<file path="src/rtl/midi_event_encoder.sv">
// MIDI transmit framer: one event per handshake in, 1-3 bytes out to a byte-wide UART sender.
// Drops repeated channel status bytes (running status), forcing a resend after a long idle.
module midi_event_encoder #(
  parameter int RUNNING_STATUS_EN = 1,
  parameter int RS_REFRESH_CYCLES = 4800000
) (
  input  logic       clk,
  input  logic       rst_n,
  input  logic       midi_event_valid,
  input  logic [7:0] midi_command,
  input  logic [6:0] midi_parameter_1,
  input  logic [6:0] midi_parameter_2,
  output logic       midi_event_ready,
  output logic [7:0] tx_data,
  output logic       tx_we,
  input  logic       tx_wait,
  output logic       busy
);

  localparam int CW_RAW = $clog2(RS_REFRESH_CYCLES + 1);
  localparam int CW     = (CW_RAW < 1) ? 1 : CW_RAW;
  localparam logic [CW-1:0] REFRESH_MAX = CW'(RS_REFRESH_CYCLES);

  typedef enum logic [1:0] {S_IDLE, S_STATUS, S_DATA1, S_DATA2} state_t;

  state_t        state, state_nx;
  logic [7:0]    cmd_r;
  logic [6:0]    p1_r, p2_r;
  logic [1:0]    len_r, len_in;
  logic [7:0]    last_status;
  logic [CW-1:0] rs_cnt;
  logic          accept, is_channel, refresh_expired, send_status;

  assign midi_event_ready = (state == S_IDLE);
  assign busy             = (state != S_IDLE);
  assign accept           = midi_event_valid && midi_event_ready;
  assign is_channel       = midi_command[7] && (midi_command[7:4] != 4'hF);
  assign refresh_expired  = (RS_REFRESH_CYCLES != 0) && (rs_cnt == REFRESH_MAX);
  assign send_status      = (RUNNING_STATUS_EN == 0) || (midi_command != last_status) ||
                            (last_status == 8'h00) || refresh_expired;

  always_comb begin
    case (midi_command[7:4])
      4'hC, 4'hD: len_in = 2'd1;
      4'hF:       len_in = 2'd0;
      default:    len_in = 2'd2;
    endcase
  end

  always_comb begin
    state_nx = state;
    tx_we    = 1'b0;
    tx_data  = 8'h00;
    case (state)
      S_IDLE: begin
        // Data bytes (cmd[7]==0) in the command slot are swallowed without output.
        if (accept && midi_command[7]) begin
          if (is_channel && !send_status) state_nx = S_DATA1;
          else                            state_nx = S_STATUS;
        end
      end
      S_STATUS: begin
        tx_we   = 1'b1;
        tx_data = cmd_r;
        if (!tx_wait) state_nx = (len_r == 2'd0) ? S_IDLE : S_DATA1;
      end
      S_DATA1: begin
        tx_we   = 1'b1;
        tx_data = {1'b0, p1_r};
        if (!tx_wait) state_nx = (len_r == 2'd1) ? S_IDLE : S_DATA2;
      end
      S_DATA2: begin
        tx_we   = 1'b1;
        tx_data = {1'b0, p2_r};
        if (!tx_wait) state_nx = S_IDLE;
      end
      default: state_nx = S_IDLE;
    endcase
  end

  always_ff @(posedge clk) begin
    if (!rst_n) begin
      state       <= S_IDLE;
      cmd_r       <= 8'h00;
      p1_r        <= 7'h00;
      p2_r        <= 7'h00;
      len_r       <= 2'd0;
      last_status <= 8'h00;
      rs_cnt      <= '0;
    end else begin
      state <= state_nx;
      if (accept) begin
        cmd_r <= midi_command;
        p1_r  <= midi_parameter_1;
        p2_r  <= midi_parameter_2;
        len_r <= len_in;
        // System common clears running status; realtime leaves it untouched.
        if (is_channel)                                           last_status <= midi_command;
        else if (midi_command[7:3] == 5'b11110)                   last_status <= 8'h00;
      end
      if (state == S_STATUS && !tx_wait && cmd_r[7:4] != 4'hF)
        rs_cnt <= '0;
      else if (last_status != 8'h00 && rs_cnt != REFRESH_MAX)
        rs_cnt <= rs_cnt + 1'b1;
    end
  end

endmodule

</file>
<file path="config.mk">
export PLATFORM = sky130hd
export DESIGN_NAME = midi_event_encoder
export DESIGN_NICKNAME = d
export VERILOG_FILES = /design/src/rtl/midi_event_encoder.sv
export SDC_FILE = /design/constraint.sdc
export NUM_CORES = 1
export LEC_CHECK = 0
export CAP_MARGIN = 0
export CORE_MARGIN = 1.5
export CORE_UTILIZATION = 52
export DETAILED_ROUTE_END_ITERATION = 6
export HOLD_SLACK_MARGIN = 0.08
export PLACE_DENSITY = 0.76
export SYNTH_ARGS = -nofsm -noshare
export SYNTH_HDL_FRONTEND = slang
export SYNTH_SLANG_ARGS = --single-unit
</file>
<file path="constraint.sdc">
create_clock -name clk -period 1.78 [get_ports clk]
set_input_delay 0.178 -clock clk [delete_from_list [all_inputs] [get_ports clk]]
set_output_delay 0.178 -clock clk [all_outputs]
set_load 0.02 [all_outputs]
</file>
After elaboration in Yosys (flattened, before gate mapping)
Cells that the tools add are included.
W data, S select, Z words.
Storage, ports and cells
  output and inout bits: 11
  word-level logic and storage cells: 61
  bits in registers: 57
Operators by class
  add/subtract/negate cells: 1
  muxes and demuxes: 13
  reduce and logical (&&, ||, !) cells: 22
  bitwise logic cells: 1
  equality and inequality tests: 17
Operator list (number)
  $pmux W8 S3: 1
  $add A23 B1 Y23 const B: 1
  $eq A23 B23 Y1 const B: 1
  $ne A23 B23 Y1 const B: 1
  $mux W8: 2
  $mux W2: 7
  $eq A4 B4 Y1 const B: 3
  $logic_not A8 Y1: 1
  $ne A4 B4 Y1 const B: 2
  $ne A8 B8 Y1: 1
  $pmux W2 S4: 1
  $reduce_bool A8 Y1: 1
  $logic_and A1 B1 Y1: 7
  $ne A2 B2 Y1 const B: 3
  $eq A5 B5 Y1 const B: 1
  $eq A2 B1 Y1 const B: 2
  $eq A2 B2 Y1 const B: 2
  $logic_not A2 Y1: 2
  $pmux W2 S2: 1
  $reduce_and A4 Y1: 1
  $reduce_bool A2 Y1: 2
  $reduce_or A2 Y1: 2
  $reduce_or A3 Y1: 1
  $logic_not A1 Y1: 2
  5 further kinds: 6

Depth between registers and ports, before layout
Gate-level depths: netlist of the first run.
  depth after elaboration: 8
  gate-level depth with buffers: 7
  gate-level depth less buffers: 7

Worst setup path after synthesis of the first run
OpenSTA, ideal clock, no wires.
  path kind: register to register
  from: register state[1]
  to: register last_status[0]
  slack: 0.148 ns
  required time: 1.714 ns
  cell stages (with the launch flop): 7
  arrival time: 1.567 ns
  cells stage by stage: dfxtp_1 -> clkbuf_1 -> nor2_1 -> nand2_1 -> nor2_1 -> a22oi_1 -> nor2b_1
On the way
  word-level cells in the longest chain between the ends: 3
Ends and longest elaborated chain
  from (decl): line 26  | state_t state, state_nx;
  from (signal assigned): line 91  | state <= state_nx;
  $logic_not A2 Y1: line 34  | assign midi_event_ready = (state == S_IDLE);
  net midi_event_ready: line 13  | output logic midi_event_ready,
  $logic_and A1 B1 Y1: line 36  | assign accept = midi_event_valid && midi_event_ready;
  $reduce_and A2 Y1 (no source line)
  to (signal assigned): line 98  | if (is_channel) last_status <= midi_command;
  to (decl): line 30  | logic [7:0] last_status;
The timed path passes the listed nets, and every way through them passes these cells.
A chain may end at the register's enable or synchronous reset.

Final worst setup path of the first run
  from: register rs_cnt[8]
  to: register rs_cnt[21]
On the way
  word-level cells in the longest chain between the ends: 2
Ends and longest elaborated chain
  from (decl): line 31  | logic [CW-1:0] rs_cnt;
  from (signal assigned): line 104  | rs_cnt <= rs_cnt + 1'b1;
  branches (longest 2 deep; another with $add A23 B1 Y23)
Parallel ways; which one is timed is not known.

==> results of run 1 <==
[worst min path at each step]
stage,start,end,slack (ps)
finish,midi_parameter_1[1],p1_r[1],400
global route,midi_parameter_1[1],p1_r[1],410
CTS,midi_parameter_1[1],p1_r[1],390
detailed placement,p1_r[4],p1_r[4],460
global placement,p1_r[3],p1_r[3],450
floorplan,midi_command[4],cmd_r[4],320
[worst reg2reg max path, cell delays in order (launching register included)]
cell	delay, ps
dfxtp_1	350
nor4_2	330
nand4_1	200
o31ai_4	300
buf_6	160
buf_6	100
o21ai_1	60
a21oi_1	140
[repair_timing]
action / 4_1_cts / 5_1_grt
resized for setup: 12 / 25
pin swaps: 0 / 5
setup endpoints to repair: 12 / 14
hold endpoints to repair: 0 / 0
setup buffers: 0 / 0
[stage by stage]
step | setup slack, ps | instances | total power [mW]
after global placement | 39.4 | 451 | 2.20
after CTS | 6.58 | 467 | 3.47
after global routing | -12.6 | 467 | 3.65
after detailed placement | 2.33 | 451 | 2.21
final | 74.2 | 467 | 3.49
after floorplan | 148 | 331 | 1.87
[kinds of logic (layout without fill, tap and decap cells)]
logic type,Yosys count,after routing,share of synthesized area (%)
buffers and inverters,25,91,3.68
flip-flops,57,57,40.0
adder cells (fa/ha/maj),2,2,0.877
AND/OR/NAND/NOR,149,149,28.2
XOR/XNOR,25,25,7.67
multiplexers,8,8,2.81
AO/OA/AOI/OAI,65,65,16.7
[cell type report]
| class | count | area (µm²) | area share, % |
|---|---|---|---|
| multi-input combinational | 249 | 1670 | 44.6 |
| clock buffer | 12 | 165 | 4.40 |
| inverter | 9 | 33.8 | 0.899 |
| tap | 70 | 87.6 | 2.33 |
| clock inverter | 4 | 50.0 | 1.33 |
| sequential | 57 | 1150 | 30.5 |
| timing repair buffer | 66 | 599 | 16.0 |
[cell usage in the layout (no fill, tap or decap), types with 3 or more instances in the layout]
cell type and n:
nand2_1 60, dfxtp_1 53, buf_4 27, nor2_1 26, clkdlybuf4s50_1 25, a21boi_0 23
xnor2_1 19, clkbuf_8 12, o21ai_0 10, nand3_1 9, mux2i_1 8, nor2b_1 8
nand4_1 7, inv_1 6, a22oi_1 6, a21oi_1 6, xor2_1 6, clkdlybuf4s15_1 6
nor4_2 5, and3_1 5, dlygate4sd2_1 5, or3_1 4, nor3_1 4, dfxtp_2 4
inv_2 3, and2_1 3, nand4_2 3
[cells in the mapped netlist, drive strengths merged, types with 2 or more instances]
cell type  instances  share of area [%]
and3               5                1.1
xnor2             19                5.8
nor2b              8                1.8
dfxtp             57                 40
and4               3               0.96
a21boi            23                6.1
buf                8                1.4
inv                9                1.2
a21o               2               0.53
a21oi              8                1.4
xor2               6                1.8
nor2              28                3.8
nor3b              2               0.92
and2               3               0.66
o21a               2               0.53
nor4b              2               0.83
a22oi              6                1.6
nor3               5                1.3
or3                5                1.1
o21ai             12                2.1
nand4             11                3.6
nand3              9                1.6
nand2             60                7.9
ha                 2               0.88
clkbuf             8                1.1
nor4               6                2.2
mux2i              8                2.8
a2bb2oi            2               0.61
[registers in the layout (all words and copies together), names as in the netlist]
signal and flops:
p1_r 7, cmd_r 8, rs_cnt 23, state 2, p2_r 7, last_status 8, len_r 2
[per-layer routing]
layer / part of all wire [%] / global-route usage [%]
met1: 44 / 26.3
met2: 50 / 40.4
met3: 4.2 / 7.86
met4: 1.6 / 8.18
met5: 0 / 0
[report_power, final]
group          switching, mW  internal (mW)
clock network          0.523          0.758
registers             0.0562           1.36
logic                  0.403          0.387
total                  0.983           2.51
==> results.sh, run 1 <==
export IMPL_start_util_pct=54.8
export IMPL_worstMarginPinSlew_ps=416
export IMPL_synthCells=331
export IMPL_cts_hold_buf=0
export IMPL_remaining_drc_errors=0
export IMPL_end_kind="flop"
export IMPL_grt_ovfl_total=0
export IMPL_wl_per_cell_um=14.1
export IMPL_drt_initial_drc_count=106
export IMPL_crit_chain="nor4_2 -> nand4_1 -> o31ai_4 -> buf_6 -> buf_6 -> o21ai_1 -> a21oi_1"
export IMPL_dieWidth_um=77.1
export IMPL_post_dp_cell_area_mm2=0.00348
export IMPL_ys_ff_latch=57
export IMPL_cts_inserted_buffers=9
export IMPL_worstPathArrival_ps=1980
export IMPL_min_path_cells=3
export IMPL_synth_area_per_cell_um2=8.62
export IMPL_drtAntennaViolNets=0
export IMPL_tns_ps=0
export IMPL_syn_area_mm2=0.00285
export IMPL_path_clk_slew_ps=70
export IMPL_synth_flop_cell="dfxtp_1"
export IMPL_core_region_area_mm2=0.00520
export IMPL_seq_area_frac_synth_pct=40.0
export IMPL_slew_headroom_pct=72.2
export IMPL_grt_pass1_wl_mm=11.0
export IMPL_min_path_type="primary input to flop"
export IMPL_die_area_mm2=0.00594
export IMPL_synthToLayoutAreaGrowth_pct=31.6
export IMPL_firstDrtPassIters=7
export IMPL_nNetsFinal=420
export IMPL_globalplace_congestion=0.823
export IMPL_maxSlewViolCount=0
export IMPL_hold_ws_ps=398
export IMPL_worst_path_max_fanout=6
export IMPL_setup_viol=0
export IMPL_worstReg2RegStart="rs_cnt[8]"
export IMPL_p_per_area_mw_per_mm2=929
export IMPL_cpMostUsedCell="buf_6"
export IMPL_max_stage_delay_ps=350
export IMPL_grt_max_degree=35
export IMPL_clk_latency_ps=340
export IMPL_cts_buffer_depth=2
export IMPL_fin_skew_ps=9.84
export IMPL_crit_family="simple AND/OR/NAND/NOR gates"
export IMPL_antenna_found_initial=0
export IMPL_cp_depth=7
export IMPL_critPathCapture="rs_cnt[21]"
export IMPL_p_leak_nw=1.41
export IMPL_fmax_mhz=586
export IMPL_synth_edf_count=0
export IMPL_drt_total_wl_mm=6.61
export IMPL_regToRegSetupSlack_ps=70
export IMPL_vias=2570
export IMPL_dp_hpwl_mm=4.65
export IMPL_synth_warnings=0
export IMPL_r2r_end="rs_cnt[21]"
export IMPL_hold_viol_final=0
export IMPL_stdcell_area_mm2=0.00376
export IMPL_fillCellCount=403
export IMPL_fin_crit_ps=1710
export IMPL_htreeDepth=3
export IMPL_vias_per_cell=5.50
export IMPL_r2r_cells=7
export IMPL_port_buffers=36
export IMPL_required_ps=2050
export IMPL_critPathKind="flop to flop"
export IMPL_drive_above_1_share_pct=19.4
export IMPL_cp_slowest_cell="dfxtp_1"
export IMPL_critPathLaunchType="flop"
export IMPL_root_buffer="clkbuf_8"
export IMPL_clock_sinks=57
export IMPL_synth_fp_nets=359
export IMPL_num_rows=26
export IMPL_io_pins=37
export IMPL_irDropWorstVdd_mv=0.675
export IMPL_cap_violations=0
export IMPL_die_h_um=77.1
export IMPL_diodes=0
export IMPL_synth_distinct_cells=51
export IMPL_status="finished, final reports clean"
export IMPL_grt_pass1_vias=2456
export IMPL_cts_tree="built"
export IMPL_post_route_period_util_pct=95.8
export IMPL_ys_async_sr_fraction_pct=0
export IMPL_final_util_pct=72.2
export IMPL_track_usage_pct=23.2
export IMPL_worstSetupStartpoint="rs_cnt[8]"
export IMPL_worst_path_buf_inv=2
(Power assumes the default switching activity.)
==> inputs of run 2 (changes only) <==
- CORE_UTILIZATION: 52 -> 55
- PLACE_DENSITY: 0.76 -> 0.8
==> results.sh, run 2 (same netlist as run 1, synthesis figures left out) <==
export IMPL_status="finished, final reports clean"
export IMPL_antenna_found_initial=0
export IMPL_required_ps=1600
export IMPL_worst_path_max_fanout=8
export IMPL_die_area_mm2=0.00563
export IMPL_mostFrequentLayoutCell="nand2_1"
export IMPL_grt_pass1_vias=2446
export IMPL_critPathKind="flop to output port"
export IMPL_cap_violations=0
export IMPL_internal_power_mw=2.30
export IMPL_layout_common_cells="60 x nand2_1, 56 x dfxtp_1, 26 x nor2_1"
export IMPL_worstPathArrival_ps=1530
export IMPL_drt_initial_drc_count=89
export IMPL_irDropWorstVdd_mv=0.596
export IMPL_top_regs="rs_cnt: 23 flops, cmd_r: 8 flops, last_status: 8 flops"
export IMPL_cts_hold_buf=0
export IMPL_core_region_area_mm2=0.00504
export IMPL_end_kind="output port"
export IMPL_min_path_type="primary input to flop"
export IMPL_fin_skew_ps=11.9
export IMPL_track_usage_pct=25.7
export IMPL_setup_ws_ps=71.9
export IMPL_rsz0062_at_grt="false"
export IMPL_p_sw_share_pct=29.6
export IMPL_clk_latency_ps=350
export IMPL_io_pins=37
export IMPL_remaining_drc_errors=0
export IMPL_dp_hpwl_mm=4.72
export IMPL_worstMarginPinSlew_ps=380
export IMPL_synthToLayoutAreaGrowth_pct=27.7
export IMPL_globalplace_congestion=0.859
export IMPL_fmax_mhz=585
export IMPL_clock_sinks=57
export IMPL_pwr_share_seq_pct=43.5
export IMPL_setup_viol=0
export IMPL_slew_headroom_pct=74.4
export IMPL_start_util_pct=56.6
export IMPL_nNetsFinal=415
export IMPL_place_ws_ps=-16.0
export IMPL_num_rows=26
export IMPL_tns_ps=0
export IMPL_cts_buffer_depth=2
export IMPL_drt_total_wl_mm=6.53
export IMPL_final_util_pct=72.3
export IMPL_critPathLaunchType="flop"
export IMPL_firstDrtPassIters=4
export IMPL_path_clk_slew_ps=70
export IMPL_power_frac_comb_pct=23.2
export IMPL_cts_setup_buffers=0
export IMPL_largest_reg_flops=23
export IMPL_diodes=0
export IMPL_p_leak_nw=1.37
export IMPL_htreeDepth=3
export IMPL_post_route_period_util_pct=96.0
export IMPL_dieWidth_um=75.0
export IMPL_grt_max_degree=25
export IMPL_vias=2487
export IMPL_grt_ovfl_total=0
export IMPL_drtAntennaViolNets=0
export IMPL_cts_inserted_buffers=9
export IMPL_p_per_area_mw_per_mm2=895
export IMPL_vias_per_cell=5.38
export IMPL_drive_above_1_share_pct=16.1
export IMPL_die_h_um=75.0
export IMPL_fin_crit_ps=1710
export IMPL_wl_per_cell_um=14.1
export IMPL_port_buffers=36
export IMPL_cts_tree="built"
export IMPL_pwr_share_clk_pct=33.3
export IMPL_maxSlewViolCount=0
export IMPL_top_register="rs_cnt"
export IMPL_grt_pass1_wl_mm=10.7
export IMPL_root_buffer="clkbuf_8"
export IMPL_hold_viol_final=0
export IMPL_p_switching_mw=0.966
-- run 2: changes by cell type in the layout (fill, tap and decap cells not counted), sizes merged --
cell	before	now
buf	30	25
clkdlybuf4s15	6	3
clkbuf	12	14
clkinv	1	3
clkinvlp	2	0
dlygate4sd2	5	7
bufinv	1	0
-- run 2: layout make-up --
cell class,count,area [µm²]
timing repair buffer,61,559
tap,70,87.6
clock buffer,13,159
clock inverter,3,15.0
inverter,9,33.8
multi-input combinational,249,1650
sequential,57,1140
fill,409,1400
-- run 2: repair_timing --
action | in CTS | in global routing
pin swaps | 0 | 1
setup endpoints to repair | 13 | 15
resized for setup | 13 | 11
-- run 2: worst max-delay path, cell delays in order (launching register included) --
cell and delay, ps:
dfxtp_1 380, nor2b_1 150, buf_4 170, nand2_1 60, o21ai_0 80, clkdlybuf4s15_1 330
-- run 2: per-layer routing --
layer  global-route usage [%]  wire length [µm]
met3                     9.64               262
met4                     8.48               123
met1                     27.2              2680
met5                        0                 0
met2                     46.8              3470
-- run 2: through the flow --
step / hold slack (ps) / power (mW) / instances / instance area (µm²)
after detailed placement: 456 / 2.21 / 446 / 3450
after floorplan: 323 / 1.87 / 331 / 2850
after global placement: 450 / 2.19 / 446 / 3450
after CTS: 371 / 3.28 / 462 / 3620
after global routing: 401 / 3.42 / 462 / 3640
final: 382 / 3.26 / 462 / 3640
-- run 2: power by group through the flow --
stage	Combinational [mW]	Clock, mW	Sequential, mW
after floorplan	0.437	0	1.43
after global placement	0.750	0	1.44
after detailed placement	0.768	0	1.44
after CTS	0.753	1.11	1.42
after global routing	0.832	1.16	1.43
final	0.757	1.09	1.42
-- run 2: path summary, 6_finish.rpt --
path | start | end | slack (ps) | cells after the start
min | midi_parameter_2[2] | p2_r[2] | 380 | 3
max reg2reg | rs_cnt[18] | state[1] | 130 | 6
max | state[1] | tx_data[1] | 70 | 5
min reg2reg | p2_r[1] | p2_r[1] | 470 | 2
